**src/rtl/lfsr_pkg.sv**
```systemverilog
`default_nettype none
// ============================================================================
// Module   : lfsr_pkg
// Purpose  : Shared PRBS polynomial, seed and checker state type for the
//            lfsr generator and the lfsr_checker receiver.
// Revision : 1.0 - initial release
// ============================================================================
package lfsr_pkg;

   localparam int unsigned RND_NUM_W = 16;
   // x^16 + x^14 + x^13 + x^11 + 1, maximal length with a left-shifting register
   localparam logic [RND_NUM_W-1:0] TAPS     = 16'hB400;
   localparam logic [RND_NUM_W-1:0] RND_SEED = 16'hACE1;

   typedef enum logic [1:0] {
      SEEK   = 2'd0,
      VERIFY = 2'd1,
      LOCKED = 2'd2
   } chk_state_t;

   function automatic logic lfsr_next_bit(input logic [RND_NUM_W-1:0] state);
      return ^(state & TAPS);
   endfunction

endpackage
`default_nettype wire

```
**src/rtl/lfsr.sv**
```systemverilog
`default_nettype none
// ============================================================================
// Module   : lfsr
// Purpose  : Fibonacci PRBS generator; bit_o is the bit shifted into the LSB
//            on the next enabled edge.
// Revision : 1.0 - initial release
// ============================================================================
module lfsr
   import lfsr_pkg::*;
(
   input  logic                 clk_i,
   input  logic                 rst_i,
   input  logic                 en_i,
   output logic [RND_NUM_W-1:0] rnd_o,
   output logic                 bit_o
);

   logic [RND_NUM_W-1:0] state_q;
   logic [RND_NUM_W-1:0] state_d;

   always_comb begin
      bit_o   = lfsr_next_bit(state_q);
      state_d = state_q;
      if (en_i) begin
         state_d = {state_q[RND_NUM_W-2:0], bit_o};
      end
   end

   always_ff @(posedge clk_i) begin
      if (rst_i) begin
         state_q <= RND_SEED;
      end else begin
         state_q <= state_d;
      end
   end

   assign rnd_o = state_q;

endmodule
`default_nettype wire

```
**config.mk**
```make
export PLATFORM = sky130hd
export DESIGN_NAME = lfsr
export DESIGN_NICKNAME = d
export VERILOG_FILES = /design/src/rtl/lfsr_pkg.sv /design/src/rtl/lfsr.sv
export SDC_FILE = /design/constraint.sdc
export NUM_CORES = 1
export LEC_CHECK = 0
export CORE_AREA = 2 2 41 43
export CTS_CLUSTER_DIAMETER = 100
export DETAILED_ROUTE_END_ITERATION = 8
export DIE_AREA = 0 0 43 45
export PLACE_DENSITY = 0.68
export SYNTH_ARGS = -nofsm -noshare
export SYNTH_HDL_FRONTEND = slang
export SYNTH_SLANG_ARGS = --single-unit
```
**constraint.sdc**
```tcl
create_clock -name clk_i -period 1.05 [get_ports clk_i]
set_input_delay 0.105 -clock clk_i [delete_from_list [all_inputs] [get_ports clk_i]]
set_output_delay 0.105 -clock clk_i [all_outputs]
set_load 0.02 [all_outputs]
```
* Yosys cells after proc, flatten, opt, wreduce, memory -nomap -nowiden
Cells that the tools add are included.
** Storage, ports and cells
- Input port bits :: 3
- Memories kept :: 0
- Register bits after elaboration :: 16
- Latch bits :: 0
- Bits in read-only memories :: 0
- RAM bits :: 0
- Output and inout bits :: 17
** Cells by class
- Multiplexer cells :: 0
- Div/mod/pow operators :: 0
- Bitwise operators :: 0
- Multiply operators :: 0
- Shifts and indexed selects :: 0
- Reduce and logical (&&, ||, !) cells :: 1
- Eq/ne operators :: 0
- $add $sub $neg :: 0
- $lt $le $gt $ge :: 0
** Operators with widths (number)
- XOR reduction 16 bit :: 1

* Logic depth before layout (Yosys ltp)
Gate-level depths: netlist of the first run.
- Depth in word-level cells :: 1
- Depth in mapped cells :: 4
- Mapped depth without buffers :: 3

* Worst setup path after synthesis of the first run
No wires, ideal clock.
- Path kind :: register to register
- Start point :: register state_q[10], in the netlist rnd_o[10]
- End point :: register state_q[0], in the netlist rnd_o[0]
- Stages on the path, launching flop included :: 4
- Setup time :: 60 ps
- Arrival :: 1201 ps
- Period minus slack after synthesis :: 1261 ps
- Required time :: 990 ps
- Slack :: -211 ps
- Path through :: dfxtp_1 > xor2_1 > xnor2_1 > o31a_1
** Between the ends
- Longest elaborated chain between the ends :: 1
** Ends and longest elaborated chain
- start: declaration :: RTL line lfsr.sv:18 : logic [RND_NUM_W-1:0] state_q;
- start signal: assignment :: RTL line lfsr.sv:33 : state_q <= state_d;
- XOR reduction 16 bit :: RTL line lfsr_pkg.sv:22 : return ^(state & TAPS);
- net bit_o :: RTL line lfsr.sv:15 : output logic bit_o
The timed path passes the listed nets, and every way through them passes these cells.
A chain may end at the register's enable or synchronous reset.

* Worst setup path in the final report of the first run
- Start point :: register state_q[15], in the netlist rnd_o[15]
- End point :: output port bit_o
** Between the ends
- Longest elaborated chain between the ends :: 1
** Ends and longest elaborated chain (RTL line)
- XOR reduction 16 bit :: lfsr_pkg.sv:22
- end: declaration :: lfsr.sv:15
No other way between the ends.

==> results of run 1 <==
[cells in the mapped netlist]
master	instances
xnor2_1	2
o31a_1	1
clkbuf_1	1
mux2i_1	15
nand2_1	7
buf_4	2
xor2_1	1
inv_1	2
dfxtp_1	16
nor2_1	8
or3_1	1
[worst max-delay path, cell delays in order, from the launching register on]
cell and delay (ns):
dfxtp_2 0.34, xnor2_2 0.20, xnor2_2 0.14, buf_4 0.16
[final cells by class]
type,instances,area share
clock buffers,4,0.03811
inverters,2,0.007884
multi-input cells,35,0.2838
flip-flops and latches,16,0.3443
well taps,16,0.02102
repair buffers,39,0.3049
[through the flow]
step / area, sq um / hold WS (ns) / utilization / TNS (ns) / std cells
after floorplan: 624.3 / 0.3158 / - / -0.05617 / 56
after global placement: 978.4 / 0.4884 / 0.6650 / -3.512 / 108
after detailed placement: 978.4 / 0.4969 / 0.6650 / -3.864 / 108
after CTS: 993.5 / 0.4794 / 0.6752 / -0.1878 / 112
after global routing: 952.2 / 0.4927 / 0.6471 / -0.2550 / 112
final: 952.2 / 0.4806 / 0.6471 / -0.1771 / 112
[power groups by stage]
stage                     clock (mW)  sequential [mW]  combinational (mW)
after floorplan                    0            0.755               0.137
after global placement             0            0.692               0.400
after detailed placement           0            0.695               0.404
after CTS                      0.409            0.681               0.375
after global routing           0.438            0.687               0.391
final                          0.397            0.680               0.363
[cells in the final DEF, fill, tap and decap left out]
master / count
mux2i_1: 15
clkdlybuf4s15_1: 1
clkbuf_4: 3
buf_4: 21
clkdlybuf4s50_1: 2
nor2_1: 8
xor2_2: 1
or3_1: 1
nand2_1: 7
clkdlybuf4s15_2: 1
dfxtp_2: 3
buf_12: 1
dfxtp_1: 12
clkbuf_8: 1
dfxtp_4: 1
buf_6: 1
buf_2: 3
xnor2_2: 2
inv_1: 2
o31a_1: 1
clkbuf_2: 9
[timing repair]
| item | CTS | global route |
|---|---|---|
| endpoints found under the setup margin | 17 | 15 |
| pin swaps | 0 | 1 |
| resized for setup | 46 | 14 |
| buffers inserted | 0 | 0 |
[metal layers]
metal / wire length, um / share of wire / vias up / global-route usage
met5: 0 / 0 / - / 0
met4: 0 / 0 / 0 / 0.03636
met3: 82 / 0.068 / 0 / 0.02800
met2: 577 / 0.48 / 14 / 0.2606
met1: 543 / 0.45 / 230 / 0.1905
li1: - / - / 260 / -
[path summary, 6_finish.rpt]
path                                          endpoint  cells past startpoint
worst max-delay path                             bit_o                      3
worst min-delay path             rnd_o[0]$_SDFFE_PP1P_                      2
worst max register to register   rnd_o[0]$_SDFFE_PP1P_                      3
worst min register to register  rnd_o[11]$_SDFFE_PP1P_                      2
[kinds of logic after synthesis]
kind of cell | Yosys count
AOI/OAI and AO/OA | 1
and+or+nand+nor | 16
xor gates and xnor gates | 3
buffers and inverters | 5
muxes | 15
DFF | 16
==> run metrics, run 1 <==
worst slack at placement -0.3292 ns; hpwl dp 968.9 um; cell accounting for the most synthesized area dfxtp_1; Die Ht 45 um; r2r setup slk 0.06 ns; RSZ-0062 raised after global routing true; CTS buffer count 3; combinational power share 0.252; Relative slew margins 0.8501; switching pwr 0.3913 mW; CP arrival 1.12 ns; Multi-input gate area 270.3 sq um; Post-Route Skew 0.003204 ns; Clock power frac 0.276; required time worst endpoint 0.94 ns; post-synthesis compound-gate area fraction 0.01474; share of synthesized cell area in and, or, nand and nor gates 0.1053; clk sinks 16; area grow syn2layout 60.21%; CTS tree done; Syn Inst Count 56; Ys Warns 0; Synth cell types 11; TritonRoute pass-1 iters 3; first-pass GRT wire length 2.152 mm; Critical Path Start Type flop; Port-buffer cells 19; Tcrit/Tclk final 1.169; # IOs 20; 1st-iter DRT viols 4; layout cell share with drive strength beyond 1 0.4896; Reg-to-Reg Start rnd_o[0]$_SDFFE_PP1P_; core area 1471 sq um; diode count 0; DRC 0; overall power 1.440 mW; Synth area leaders dfxtp_1, mux2i_1, nor2_1; Worst Path Max Fanout 2; multiplexer share of the synthesized area 0.2526; hold_sp rst_i; nets@finish 100; Worst-Skew Late Latency 0.28 ns; failing checks setup timing; final hold vios 0; pin count of the biggest net entering global routing 13; register area share after synthesis 0.5389; LEAKAGE 0.4862 nW; antenna violations before repair 0; clock root buffer clkbuf_4; Internal 1.049 mW; vias in the first global route 500; Reg power frac 0.472; Rows 14; Hold/Removal Path Class primary input to flop; Critical Path End Type output pin; final setup violating endpoints 1; H-tree level count 1; Sw Ratio 0.2716; mapped cell area 594.3 sq um; Sequential Area 327.8 sq um; total track usage 0.1484; outcome complete, but fails checks; count of pins over their slew limit 0; # fillers 144; Peak VDD IR 1.016 mV; syn_area_per_cell 10.61 sq um; worst-case clock buffer depth 2; Max Cap Viol 0; #FFs+latches synth 16; Final WS setup -0.1771 ns; highest clock rate 0.8149 GHz; syn nets 59; Final GP Congestion 0.6916; drt total wl 1.203 mm; worst-margin pin slew 0.2246 ns; area share of fa/ha/maj cells after synthesis 0; CP Launch Point rnd_o[15]$_SDFFE_PP1P_; post-layout minimum cycle time 1.227 ns; max reg flops 16; crit path kind flop to output pin; Starting Density 0.4039; post-route ant nets 0; die area 1935 sq um; Via density 4.500; share of the synthesized area in the top cell type 0.5389; Post-Synth XOR/XNOR Area 0.04421; largest family of logic cells by synthesized area multiplexers; # hold bufs at CTS 0; clk slew on worst S/H paths 0.09 ns; via count 504; die extent in x 43 um; GR Overflow Total 0; DR WL/cell 10.74 um; PwrDens 1513 nW/um^2
Power figures use the tool's default switching activity.
==> inputs of run 2 (changes only) <==
--- a/config.mk
+++ b/config.mk
@@ -9,6 +9,7 @@
 export CTS_CLUSTER_DIAMETER = 100
 export DETAILED_ROUTE_END_ITERATION = 8
 export DIE_AREA = 0 0 43 45
+export HOLD_SLACK_MARGIN = 0.08
 export PLACE_DENSITY = 0.68
 export SYNTH_ARGS = -nofsm -noshare
 export SYNTH_HDL_FRONTEND = slang
==> results of run 2 <==
Final layout, timing and power as in run 1 (identical DEF).
==> inputs of run 3 (changes only) <==
--- a/config.mk
+++ b/config.mk
@@ -5,12 +5,12 @@
 export SDC_FILE = /design/constraint.sdc
 export NUM_CORES = 1
 export LEC_CHECK = 0
-export CORE_AREA = 2 2 41 43
+export CORE_AREA = 2 2 40 42
 export CTS_CLUSTER_DIAMETER = 100
 export DETAILED_ROUTE_END_ITERATION = 8
-export DIE_AREA = 0 0 43 45
+export DIE_AREA = 0 0 42 44
 export HOLD_SLACK_MARGIN = 0.08
-export PLACE_DENSITY = 0.68
+export PLACE_DENSITY = 0.71
 export SYNTH_ARGS = -nofsm -noshare
 export SYNTH_HDL_FRONTEND = slang
 export SYNTH_SLANG_ARGS = --single-unit
==> constraint.sdc (replaced) <==
create_clock -name clk_i -period 1.5 [get_ports clk_i]
set_input_delay 0.15 -clock clk_i [delete_from_list [all_inputs] [get_ports clk_i]]
set_output_delay 0.15 -clock clk_i [all_outputs]
set_load 0.02 [all_outputs]
==> run metrics, run 3 (synthesized netlist as in run 1, its figures left out) <==
outcome complete, no violations (was complete, but fails checks); diode count 0 (unchanged); hpwl dp 814.8 um (was 968.9 um); Max stage delay on crit path 0.62 ns (was 0.34 ns); Relative slew margins 0.8557 (was 0.8501); H-tree level count 1 (unchanged); worst-case clock buffer depth 2 (unchanged); # hold bufs at CTS 0 (unchanged); LEAKAGE 0.3965 nW (was 0.4862 nW); Critical-path top delay cell clkdlybuf4s50_1 (was dfxtp_2); post-layout minimum cycle time 1.420 ns; crit path kind flop to output pin (unchanged); worst-margin pin slew 0.2158 ns (was 0.2246 ns); Setup TNS 0 ns (was -0.1771 ns); Top delay family on crit path buffers and inverters (was flip-flops); RSZ-0062 raised after global routing false (was true); core area 1419 sq um (was 1471 sq um); drt total wl 1.095 mm (was 1.203 mm); Critical Path Start Type flop (unchanged); antenna violations before repair 0 (unchanged); r2r setup slk 0.49 ns (was 0.06 ns); PwrDens 1121 nW/um^2 (was 1513 nW/um^2); # fillers 132 (was 144); Sw Ratio 0.2657 (was 0.2716); Die Ht 44 um (was 45 um); Worst-Skew Late Latency 0.27 ns (was 0.28 ns); Post-Route Skew 0.0008933 ns (was 0.003204 ns); TritonRoute pass-1 iters 2 (was 3); clock root buffer clkbuf_4 (unchanged); final setup violating endpoints 0 (was 1); Peak VDD IR 0.7054 mV (was 1.016 mV); Critical Path End Type output pin (unchanged); Hold/Removal Path Class flop to flop (was primary input to flop); Reg power frac 0.496 (was 0.472); CTS tree done (unchanged); CTS buffer count 3 (unchanged); highest clock rate 0.7042 GHz; clk sinks 16 (unchanged); vias in the first global route 403 (was 500); Rows 14 (unchanged); 1st-iter DRT viols 6 (was 4); CP bufs+invs 1 (unchanged); most frequent cells in the layout dfxtp_1, mux2i_1, clkdlybuf4s50_1 (was buf_4, mux2i_1, dfxtp_1); max reg flops 16 (unchanged); count of pins over their slew limit 0 (unchanged); Port-buffer cells 19 (unchanged); pin count of the biggest net entering global routing 10 (was 13); via count 449 (was 504); CP arrival 1.27 ns (was 1.12 ns); combinational power share 0.220 (was 0.252); Final GP Congestion 0.6788 (was 0.6916); switching pwr 0.2557 mW (was 0.3913 mW); Clock power frac 0.285 (was 0.276); Tcrit/Tclk final 0.9467; Via density 4.582 (was 4.500); post-CTS setup buffers 0 (unchanged); Starting Density 0.4189 (was 0.4039); first-pass GRT wire length 1.738 mm (was 2.152 mm); final hold vios 0 (unchanged); post-route ant nets 0 (unchanged); crit-path cells clkdlybuf4s50_1 (was xnor2_2 > xnor2_2 > buf_4); Sequential Area 320.3 sq um (was 327.8 sq um); clk slew on worst S/H paths 0.09 ns (about the same); DR WL/cell 11.17 um (was 10.74 um); GR Overflow Total 0 (unchanged); # IOs 20 (unchanged); total track usage 0.1312 (was 0.1484); commonest non-fill, non-tap cell in the layout dfxtp_1 (was buf_4); layout cell share with drive strength beyond 1 0.1341 (was 0.4896); DRC 0 (unchanged); die extent in x 42 um (was 43 um); overall power 0.9622 mW (was 1.440 mW); area grow syn2layout 44.42% (was 60.21%); Internal 0.7065 mW (was 1.049 mW); Multi-input gate area 247.7 sq um (was 270.3 sq um); required time worst endpoint 1.35 ns (was 0.94 ns); Worst Path Max Fanout 3 (was 2); die area 1848 sq um (was 1935 sq um); Max Cap Viol 0 (unchanged); nets@finish 86 (was 100)
run 3: changes by cell type in the layout (fill, tap and decap cells not counted), sizes merged:
cell / before / now
buf: 26 / 6
clkdlybuf4s50: 2 / 15
clkbuf: 13 / 5
dlygate4sd2: 0 / 3
clkdlybuf4s15: 2 / 0
run 3: power groups by stage:
stage          clock, mW  sequential, mW  combinational [mW]
2_1_floorplan          0           0.524              0.0838
3_5_place_dp           0           0.487               0.226
3_3_place_gp           0           0.486               0.225
5_1_grt            0.307           0.481               0.227
6_report           0.274           0.477               0.212
4_1_cts            0.286           0.477               0.216
run 3: timing repair:
item	in CTS	in global routing
endpoints found under the setup margin	4	1
resized for setup	4	2
pin swaps	0	0
run 3: layout make-up:
type / count / share of cell area
repair buffers: 25 / 0.2638
inverters: 2 / 0.008746
well taps: 16 / 0.02332
clock buffers: 4 / 0.04227
flip-flops and latches: 16 / 0.3732
multi-input cells: 35 / 0.2886
run 3: metrics by stage:
step	cells	hold WS, ns	setup WS, ns	util	cell area, sq um
floorplan	56	0.3613	0.2389	-	594.3
global placement	94	0.4820	0.07497	0.5855	830.8
detailed placement	94	0.4929	0.04361	0.5855	830.8
CTS	98	0.5189	0.007909	0.6076	862.1
global route	98	0.5410	0.01551	0.6049	858.3
finish	98	0.5116	0.07990	0.6049	858.3
run 3: layer usage:
metal	vias up	wire, um	global-route usage
met1	205	537	0.1554
li1	233	-	-
met2	9	496	0.2031
met3	2	46	0.03750
met5	-	0	0
met4	0	15	0.09677
run 3: path summary, 6_finish.rpt:
| kind | start | cells past startpoint | end |
|---|---|---|---|
| setup / recovery | rnd_o[15]$_SDFFE_PP1P_ | 1 | rnd_o[15] |
| hold / removal | rnd_o[11]$_SDFFE_PP1P_ | 2 | rnd_o[11]$_SDFFE_PP1P_ |
| setup reg to reg | rnd_o[12]$_SDFFE_PP0P_ | 3 | rnd_o[0]$_SDFFE_PP1P_ |
| hold reg to reg | rnd_o[11]$_SDFFE_PP1P_ | 2 | rnd_o[11]$_SDFFE_PP1P_ |
